**config.mk**
```make
export PLATFORM = sky130hd
export DESIGN_NAME = mux_2to1_arbiter
export DESIGN_NICKNAME = d
export VERILOG_FILES = /design/src/rtl/mux_2to1_arbiter_pkg.sv /design/src/rtl/mux_2to1.sv /design/src/rtl/mux_2to1_arbiter.sv
export SDC_FILE = /design/constraint.sdc
export NUM_CORES = 1
export LEC_CHECK = 0
export CAP_MARGIN = 10
export CORE_MARGIN = 1.5
export CORE_UTILIZATION = 50
export CTS_BUF_LIST = sky130_fd_sc_hd__clkbuf_2 sky130_fd_sc_hd__clkbuf_4 sky130_fd_sc_hd__clkbuf_8
export DETAILED_ROUTE_END_ITERATION = 16
export GPL_TIMING_DRIVEN = 1
export MAX_ROUTING_LAYER = met4
export PLACE_DENSITY = 0.86
export SLEW_MARGIN = 5
export SYNTH_ARGS = -nofsm -noshare
export SYNTH_HDL_FRONTEND = slang
export SYNTH_SLANG_ARGS = --single-unit
```
**constraint.sdc**
```tcl
create_clock -name clk -period 4.1 [get_ports clk]
set_input_delay 0.82 -clock clk [delete_from_list [all_inputs] [get_ports clk]]
set_output_delay 0.82 -clock clk [all_outputs]
set_load 0.1 [all_outputs]
```
**src/rtl/mux_2to1_arbiter_pkg.sv**
```systemverilog
// mux_2to1_arbiter_pkg: arbiter state encodings and counter-width helper shared with future N-way arbiters
package mux_2to1_arbiter_pkg;
  typedef enum logic [1:0] {IDLE = 2'd0, GRANT0 = 2'd1, GRANT1 = 2'd2} state_t;
  function automatic int cnt_w(input int max_burst);
    return $clog2(max_burst + 1);
  endfunction
endpackage

```
**src/rtl/mux_2to1.sv**
```systemverilog
// mux_2to1: width-parameterised 2:1 payload select
module mux_2to1 #(
  parameter int WIDTH = 1
) (
  input  logic [WIDTH-1:0] din0,
  input  logic [WIDTH-1:0] din1,
  input  logic             sel,
  output logic [WIDTH-1:0] dout
);
  assign dout = sel ? din1 : din0;
endmodule

```
**src/rtl/mux_2to1_arbiter.sv**
```systemverilog
// mux_2to1_arbiter: round-robin, burst-bounded arbiter sharing one 2:1 mux with a registered output stage
module mux_2to1_arbiter
  import mux_2to1_arbiter_pkg::*;
#(
  parameter int DATA_WIDTH = 8,
  parameter int MAX_BURST  = 4
) (
  input  logic                  clk,
  input  logic                  rst,
  input  logic                  din0_valid,
  input  logic [DATA_WIDTH-1:0] din0,
  output logic                  din0_ready,
  input  logic                  din1_valid,
  input  logic [DATA_WIDTH-1:0] din1,
  output logic                  din1_ready,
  output logic                  dout_valid,
  output logic [DATA_WIDTH-1:0] dout,
  input  logic                  dout_ready,
  output logic                  sel,
  output logic                  busy
);
  localparam int CW = cnt_w(MAX_BURST);
  localparam logic [CW-1:0] MAXC = CW'(MAX_BURST);
  state_t state, state_nx;
  logic [CW-1:0] beat_cnt, cnt_nx, cnt_acc;
  logic last_served, ls_nx;
  logic out_free, acc, cur_valid, oth_valid;
  logic [DATA_WIDTH-1:0] mux_out;
  mux_2to1 #(.WIDTH(DATA_WIDTH)) u_mux (
    .din0(din0),
    .din1(din1),
    .sel (sel),
    .dout(mux_out)
  );
  assign out_free   = !dout_valid || dout_ready;
  assign din0_ready = (state == GRANT0) && out_free;
  assign din1_ready = (state == GRANT1) && out_free;
  assign acc        = (din0_valid && din0_ready) || (din1_valid && din1_ready);
  assign cur_valid  = (state == GRANT1) ? din1_valid : din0_valid;
  assign oth_valid  = (state == GRANT1) ? din0_valid : din1_valid;
  assign cnt_acc    = !acc ? beat_cnt : (beat_cnt == MAXC) ? MAXC : beat_cnt + CW'(1);
  always_comb begin
    state_nx = state;
    cnt_nx   = beat_cnt;
    ls_nx    = last_served;
    if (state == IDLE) begin
      state_nx = (din0_valid && (!din1_valid || last_served)) ? GRANT0 : din1_valid ? GRANT1 : IDLE;
    end else begin
      cnt_nx = cnt_acc;
      if (!cur_valid || (oth_valid && cnt_acc == MAXC))
        state_nx = !oth_valid ? IDLE : (state == GRANT0) ? GRANT1 : GRANT0;
      // leaving a grant restarts the burst count and records who was served
      if (state_nx != state) begin
        cnt_nx = '0;
        ls_nx  = (state == GRANT1);
      end
    end
  end
  always_ff @(posedge clk or posedge rst) begin
    if (rst) begin
      state       <= IDLE;
      beat_cnt    <= '0;
      last_served <= 1'b1;
      sel         <= 1'b0;
      busy        <= 1'b0;
      dout_valid  <= 1'b0;
      dout        <= '0;
    end else begin
      state       <= state_nx;
      beat_cnt    <= cnt_nx;
      last_served <= ls_nx;
      sel         <= (state_nx == GRANT1);
      busy        <= (state_nx != IDLE);
      if (acc) begin
        dout       <= mux_out;
        dout_valid <= 1'b1;
      end else if (dout_ready) begin
        dout_valid <= 1'b0;
      end
    end
  end
endmodule

```
==> results of run 1 <==
## Yosys cell counts (all sizes together)
library cell,number,area (µm²)
xor2,1,8.76
a41oi,1,8.76
nand3,3,15.0
nand3b,1,7.51
buf,2,8.75
nor2,2,7.51
o21a,1,7.51
nand2,23,86.3
nand2b,3,18.8
inv,5,18.8
a22o,1,8.76
nor3b,1,12.5
and3b,4,35.0
a32oi,1,8.76
o21ai,17,88.8
clkbuf,5,18.8
a311oi,1,8.76
dfrtp,16,400
nor4bb,1,10.0
and4bb,1,12.5
a21oi,6,30.0
mux2i,9,90.1
and3,3,18.8
a211o,1,8.76
or2,2,12.5
nor2b,1,6.26
o2111ai,1,8.76
or3b,1,8.76
dfstp,1,26.3
ha,2,25.0
## layer usage
metal  part of all wire (%)  GRT usage, %  routed length [µm]  vias to the layer above
met3                    6.0          4.32                 153                        9
met1                     47          34.7                1200                      450
met2                     45          34.5                1150                       52
met5                      0             -                   0                        -
li1                       -             -                   -                      472
met4                    2.5          10.5                  65                        0
## cells by family (layout without fill, tap and decap cells)
family                     count (synthesis)  count (layout)  synth area share [%]
adders and majority gates                  2               2                  2.44
DFF                                       17              17                  41.5
and+or+nand+nor                           46              46                  24.5
xor gates and xnor gates                   1               1                 0.853
AOI/OAI and AO/OA                         30              30                  17.4
buffers and inverters                     12              43                  4.51
muxes                                      9               9                  8.77
## worst reg2reg max path, cell delays in order (launching register included)
cell,delay [ns]
dfrtp_1,0.45
inv_1,0.09
ha_1,0.33
nor4bb_1,0.27
a211o_1,0.22
mux2i_1,0.15
or3b_1,0.41
a21oi_1,0.15
## metrics by stage
step                hold slack (ns)  setup slack (ns)  instances  total power [µW]
floorplan                     0.515             0.842        117               812
global placement              0.463              1.24        171               960
detailed placement            0.471              1.21        171               974
CTS                           0.493              1.10        175              1070
global route                  0.514              1.07        175              1120
finish                        0.489              1.09        175              1070
## path summary, 6_finish.rpt
check / startpoint / endpoint / slack [ns]
max: sel / sel / 1.09
min: dout[6] / dout[6] / 0.49
max reg2reg: beat_cnt[0] / last_served / 1.96
min reg2reg: dout[6] / dout[6] / 0.49
max in group asynchronous: rst / beat_cnt[0] / 2.77
min in group asynchronous: rst / dout_valid / 0.91
## final cells by class
cell class / count / area (µm²)
Multi-Input combinational cell: 88 / 554
Fill cell: 158 / 546
Tap cell: 27 / 33.8
Clock buffer: 4 / 30.0
Timing Repair Buffer: 34 / 333
Inverter: 5 / 18.8
Sequential cell: 17 / 427
## power groups by stage
stage / Combinational (µW) / Sequential, µW / Clock [µW]
final: 684 / 289 / 97.8
after global routing: 716 / 300 / 102
after CTS: 684 / 289 / 97.8
after detailed placement: 682 / 293 / 0
after global placement: 671 / 289 / 0
after floorplan: 224 / 587 / 0
## sequential cells by signal (all words and copies together), names as in the netlist
signal / cells
dout_valid: 1
state: 2
dout: 8
busy: 1
sel: 1
last_served: 1
beat_cnt: 3
==> reports/results.ini, run 1 <==
[power_and_ir_drop]
powerDensity_mw_per_mm2=767
pwr-share-comb_pct=63.9
p_int_uw=452
p_sw_uw=618
p_seq_share_pct=27.0
power.share.clock_pct=9.1
leakage_uw=0.000631
switching_share_pct=57.8
ir_drop_mv=0.493

[synthesis]
synth_warnings=0
postSynthNetCount=140
synthDistinctLibCells=33
avgSynthCellArea_um2=8.78
ys_ff_latch=17
syn_inst=117
ys_seq_area_share_pct=41.5
syn-cell-area_mm2=0.00103

[routing]
num_vias=983
first_pass_iters=4
postRouteAntennaNets=0
detail_route.vias_per_cell=5.62
wl_per_cell_um=14.7
routed_wirelength_um=2570
drt_iter0_markers=38
drc=0

[cts]
cts_buffers=3
cts.path.max_buffers=2
cts_tree=built
postCtsSetupBuffers=0
clock_latency_ns=0.29
holdBufCountCts=0
clk_pin_slew_ns=0.10
cts_root_buf=clkbuf_4
cts_sinks=17
ctsResizeCount=0
cts_htree_levels=1

[sta]
max_freq_ghz=0.332
fin_worst_skew_ns=0.00379
final_hold_viol_count=0
fin_setup_tns_ns=0
max-slew-margin-rel_pct=34.3
rsz0062_at_grt=false
period_share_pct=73.4
maxSlewViolCount=0
max_slew.worst_pin.slew_ns=0.982
finalSetupViolations=0
period_needed_ns=3.01

[place]
dp_hpwl_um=1850
gp_congestion=0.836
dpl_cell_area_mm2=0.00137
port_buffers=33

[cells_and_area]
nNetsFinal=172
final_cell_mix=clkdlybuf4s50_1, nand2_1, dfrtp_1
n_antenna_cell=0
drive_above_1_share_pct=8.78
finalInstanceArea_mm2=0.00140
syn_to_final_growth_pct=35.9
final_util_pct=71.9
final_common_cell=clkdlybuf4s50_1

[critical_path]
crit_buf_inv=1
cp-start-kind=register
crit_cells=1
rr_worst_depth=7
path_cells=clkdlybuf4s50_1
critPathKind=register to output port
crit_arrival_ns=2.19
cpLargestDelayFamily=buffers and inverters
cp.required_ns=3.28
end_kind=output port
cpPeakStageDelay_ns=1.23
worst_path_max_delay_cell=clkdlybuf4s50_1
cp_max_fo=9

[global_routing]
grtUsageTotal_pct=24.4
grt_max_degree=21
grt_overflow=0
antenna_found_initial=0
grt_pass1_vias=944
grt_pass1_wl_um=4410

[outcome]
outcome=finished, final reports clean

[floorplan]
dieHeight_um=48.3
dieWidth_um=48.3
core-area_mm2=0.00194
die_area_mm2=0.00234
ios=34
floorplan.initialDensity_pct=52.9
num_rows=16

[run]
maxCapViolCount=0

[min_path]
hold_path.class=register to register
min_path_cells=2

Power figures use the tool's default switching activity.
==> inputs of run 2 (changes only) <==
--- a/config.mk
+++ b/config.mk
@@ -7,12 +7,12 @@
 export LEC_CHECK = 0
 export CAP_MARGIN = 10
 export CORE_MARGIN = 1.5
-export CORE_UTILIZATION = 50
+export CORE_UTILIZATION = 47
 export CTS_BUF_LIST = sky130_fd_sc_hd__clkbuf_2 sky130_fd_sc_hd__clkbuf_4 sky130_fd_sc_hd__clkbuf_8
 export DETAILED_ROUTE_END_ITERATION = 16
 export GPL_TIMING_DRIVEN = 1
 export MAX_ROUTING_LAYER = met4
-export PLACE_DENSITY = 0.86
+export PLACE_DENSITY = 0.82
 export SLEW_MARGIN = 5
 export SYNTH_ARGS = -nofsm -noshare
 export SYNTH_HDL_FRONTEND = slang
==> constraint.sdc (replaced) <==
create_clock -name clk -period 2.95 [get_ports clk]
set_input_delay 0.59 -clock clk [delete_from_list [all_inputs] [get_ports clk]]
set_output_delay 0.59 -clock clk [all_outputs]
set_load 0.1 [all_outputs]
==> run 2 against run 1 <==
- count of clock-buffer cells in the layout did not move
- highest routed layer unchanged
- sequential cell count stayed put
- largest power group unchanged
- combinational power is 40% higher
- final cell count unchanged
==> reports/results.ini, run 2 (synthesis results as in run 1) <==
[outcome]
outcome=finished, final reports clean

[routing]
wl_per_cell_um=14.3
postRouteAntennaNets=0
num_vias=967
drc=0
routed_wirelength_um=2510
detail_route.vias_per_cell=5.53
drt_iter0_markers=28
first_pass_iters=4

[sta]
period_share_pct=78.1
period_needed_ns=2.31
max_freq_ghz=0.434
final_hold_viol_count=0
fin_worst_skew_ns=0.0105
rsz0062_at_grt=false
hold_slack_ns=0.497
fin_setup_tns_ns=0
max-slew-margin-rel_pct=57.3
max_slew.worst_pin.slew_ns=0.640
maxSlewViolCount=0
finalSetupViolations=0

[floorplan]
dieWidth_um=49.8
ios=34
core-area_mm2=0.00200
num_rows=16
floorplan.initialDensity_pct=51.3
dieHeight_um=49.8
die_area_mm2=0.00248

[cts]
ctsResizeCount=0
holdBufCountCts=0
clock_latency_ns=0.29
cts_root_buf=clkbuf_4
cts.path.max_buffers=2
clk_pin_slew_ns=0.10
cts_htree_levels=1
postCtsSetupBuffers=0
cts_tree=built
cts_buffers=3
cts_sinks=17

[critical_path]
cp.required_ns=2.36
cp_max_fo=6
crit_arrival_ns=1.72
rrSetupSlack_ns=0.78
critPathKind=input pin to output port
rr_worst_depth=7
worst_path_max_delay_cell=clkdlybuf4s50_1
path_cells=clkdlybuf4s50_1, nand2b_1, and3b_1, buf_12
cp-start-kind=input pin
end_kind=output port
cpPeakStageDelay_ns=0.45
worst_r2r_endpoint=last_served
r2r-start=beat_cnt[0]

[global_routing]
antenna_found_initial=0
grt_pass1_wl_um=4200
grt_max_degree=20
grt_overflow=0
grt_pass1_vias=918
grtUsageTotal_pct=22.7

[place]
dp_hpwl_um=1880
port_buffers=33
dpl.cell_count=171
gp_congestion=0.858

[run]
maxCapViolCount=0

[cells_and_area]
drive_above_1_share_pct=16.9
final_common_cell=nand2_1
fin_cells=175
top_register=dout
largest_reg_flops=8
fillers=165
n_antenna_cell=0
nNetsFinal=172
final_cell_mix=nand2_1, clkdlybuf4s50_1, dfrtp_1
syn_to_final_growth_pct=35.9
reg.largest.list=dout: 8 flops, beat_cnt: 3 flops, state: 2 flops

[power_and_ir_drop]
powerDensity_mw_per_mm2=1070
leakage_uw=0.000652
ir_drop_mv=0.760

[min_path]
min_path_cells=2
hold_start=dout[4]
hold_end=dout[4]
hold_path.class=register to register

[run 2: layout make-up]
| cell class | count | area, µm² | area share [%] |
|---|---|---|---|
| clock buffer | 4 | 30.0 | 2.15 |
| inverter | 5 | 18.8 | 1.34 |
| multi-input combinational | 88 | 557 | 39.9 |
| sequential | 17 | 427 | 30.6 |
| tap | 27 | 33.8 | 2.42 |
| timing repair buffer | 34 | 330 | 23.7 |
[run 2: worst max-delay path: cells and delay by family]
kind	cells	cell delay, ns
and+or+nand+nor	2	0.49
buffers and inverters	2	0.63
[run 2: worst max path at each step]
| stage | start | end | slack, ns | depth (start not counted) |
|---|---|---|---|---|
| floorplan | dout_valid | din1_ready | 0.44 | 2 |
| global placement | din1_valid | beat_cnt[1] | 0.59 | 7 |
| detailed placement | din0_valid | last_served | 0.47 | 6 |
| CTS | dout_ready | din0_ready | 0.65 | 4 |
| global route | dout_ready | din0_ready | 0.59 | 4 |
| finish | dout_ready | din0_ready | 0.64 | 4 |
[run 2: stage by stage]
stage	area, µm²	setup WS (ns)	util (%)	total power [µW]
floorplan	1030	0.436	-	1130
global placement	1370	0.587	68.3	1340
detailed placement	1370	0.472	68.3	1370
CTS	1400	0.649	69.8	1500
global route	1400	0.592	69.8	1570
finish	1400	0.645	69.8	1500
[run 2: per-layer routing]
layer	global-route usage [%]	vias to the layer above	routed length [µm]
met5	-	-	0
met4	6.94	0	23
met3	4.85	6	203
met2	40.9	47	1240
met1	24.9	441	1040
li1	-	473	-
[run 2: where the power goes]
| group | total, µW | internal (µW) | switching, µW |
|---|---|---|---|
| clock | 132 | 61.7 | 70.6 |
| combinational | 960 | 251 | 709 |
| sequential | 405 | 318 | 86.3 |
==> inputs of run 3 (changes only) <==
==> constraint.sdc (replaced) <==
create_clock -name clk -period 2.3 [get_ports clk]
set_input_delay 0.46 -clock clk [delete_from_list [all_inputs] [get_ports clk]]
set_output_delay 0.46 -clock clk [all_outputs]
set_load 0.1 [all_outputs]
==> run 3 against run 2 <==
- clock power up 19%
- setup slack worse by 0.47 ns
- count of clock-buffer cells in the layout down 1
- combinational power up 30%
- highest routed layer unchanged
- clock skew down 0.0089 ns
- register-to-register slack worse by 0.60 ns
==> reports/results.ini, run 3 (synthesis results as in run 1) <==
[cells_and_area]
largest_reg_flops=8
final_common_cell=nand2_1
final_util_pct=71.5
drive_above_1_share_pct=19.3
seqCellArea_um2=427
top_register=dout
syn_to_final_growth_pct=39.3
n_antenna_cell=0
reg.largest.list=dout: 8 flops, beat_cnt: 3 flops, state: 2 flops
final_cell_mix=nand2_1, clkdlybuf4s50_1, dfrtp_1
finalInstanceArea_mm2=0.00143
fillers=147
multi_input_area_um2=567
nNetsFinal=174

[floorplan]
floorplan.initialDensity_pct=51.3
core-area_mm2=0.00200
dieWidth_um=49.8
ios=34
num_rows=16
dieHeight_um=49.8
die_area_mm2=0.00248

[sta]
period_needed_ns=2.12
final_hold_viol_count=0
max_freq_ghz=0.471
max_slew.worst_pin.slew_ns=0.646
rsz0062_at_grt=false
finalSetupViolations=0
hold_slack_ns=0.491
maxSlewViolCount=0
fin_setup_tns_ns=0
period_share_pct=92.3
fin_worst_skew_ns=0.00158
max-slew-margin-rel_pct=56.9

[routing]
postRouteAntennaNets=0
detail_route.vias_per_cell=5.46
num_vias=967
drt_iter0_markers=32
routed_wirelength_um=2520
wl_per_cell_um=14.2
drc=0
first_pass_iters=4

[global_routing]
grt_max_degree=20
grt_overflow=0
grt_pass1_vias=943
grtUsageTotal_pct=22.6
grt_pass1_wl_um=4200
antenna_found_initial=0

[min_path]
hold_path.class=register to register

[power_and_ir_drop]
leakage_uw=0.000666
ir_drop_mv=1.11
powerDensity_mw_per_mm2=1350
total_power_uw=1930

[cts]
cts_sinks=17
clk_pin_slew_ns=0.10
clock_latency_ns=0.28
cts_root_buf=clkbuf_4
cts.path.max_buffers=2
postCtsSetupBuffers=0
cts_tree=built
cts_buffers=3
cts_htree_levels=1

[critical_path]
cpPeakStageDelay_ns=0.46
worst_path_max_delay_cell=dfrtp_1
cp.required_ns=2.48
crit_arrival_ns=2.30
critPathKind=register to register
path_cells=inv_1, ha_1, and4bb_2, a211o_1, mux2i_2, nand3_1, and3b_1
cpLargestDelayFamily=simple AND/OR/NAND/NOR gates
end_kind=register
cp-start-kind=register
cp_max_fo=6
crit_buf_inv=1

[run]
maxCapViolCount=0

[place]
gp_congestion=0.885
dp_hpwl_um=1940
port_buffers=33
dpl_cell_area_mm2=0.00140

[outcome]
outcome=finished, final reports clean

run 3: power by group:
part	internal (µW)	switching [µW]	total, µW
Sequential	408	117	525
Clock	64.6	92.5	157
Combinational	341	907	1250
run 3: metal layers:
layer,share of wire [%],vias up,track usage (%)
met5,0,-,-
met4,0.44,0,6.94
met3,8.5,2,4.85
met2,49,42,38.9
met1,42,446,26.3
li1,-,477,-
run 3: metrics by stage:
step	setup WS (ns)	cells
after floorplan	0.210	117
after global placement	0.268	173
after detailed placement	0.212	173
after CTS	0.178	177
after global routing	0.0360	177
final	0.177	177
run 3: what timing repair did:
item                       4_1_cts  5_1_grt
setup endpoints to repair        0        1
hold buffers                     0        0
resized for setup                0        1
run 3: final cells by class:
class	count	share of cell area, %
sequential	17	29.8
clock buffer	3	1.57
clock inverter	1	0.350
tap	27	2.36
inverter	5	1.31
multi-input combinational	88	39.6
timing repair buffer	36	25.0
run 3: worst paths after layout:
check,start,to,slack (ns),depth (start not counted)
max in group asynchronous,rst,busy,1.34,2
setup reg to reg,beat_cnt[0],sel,0.18,7
hold reg to reg,dout[3],dout[3],0.49,2
setup / recovery,beat_cnt[0],sel,0.18,7
hold / removal,dout[3],dout[3],0.49,2
min in group asynchronous,rst,dout[4],0.55,2
run 3: worst register-to-register path, stage by stage, from the launching register on:
cell and delay, ns:
dfrtp_1 0.46, inv_1 0.10, ha_1 0.32, and4bb_2 0.23, a211o_1 0.30, mux2i_2 0.26
nand3_1 0.15, and3b_1 0.21
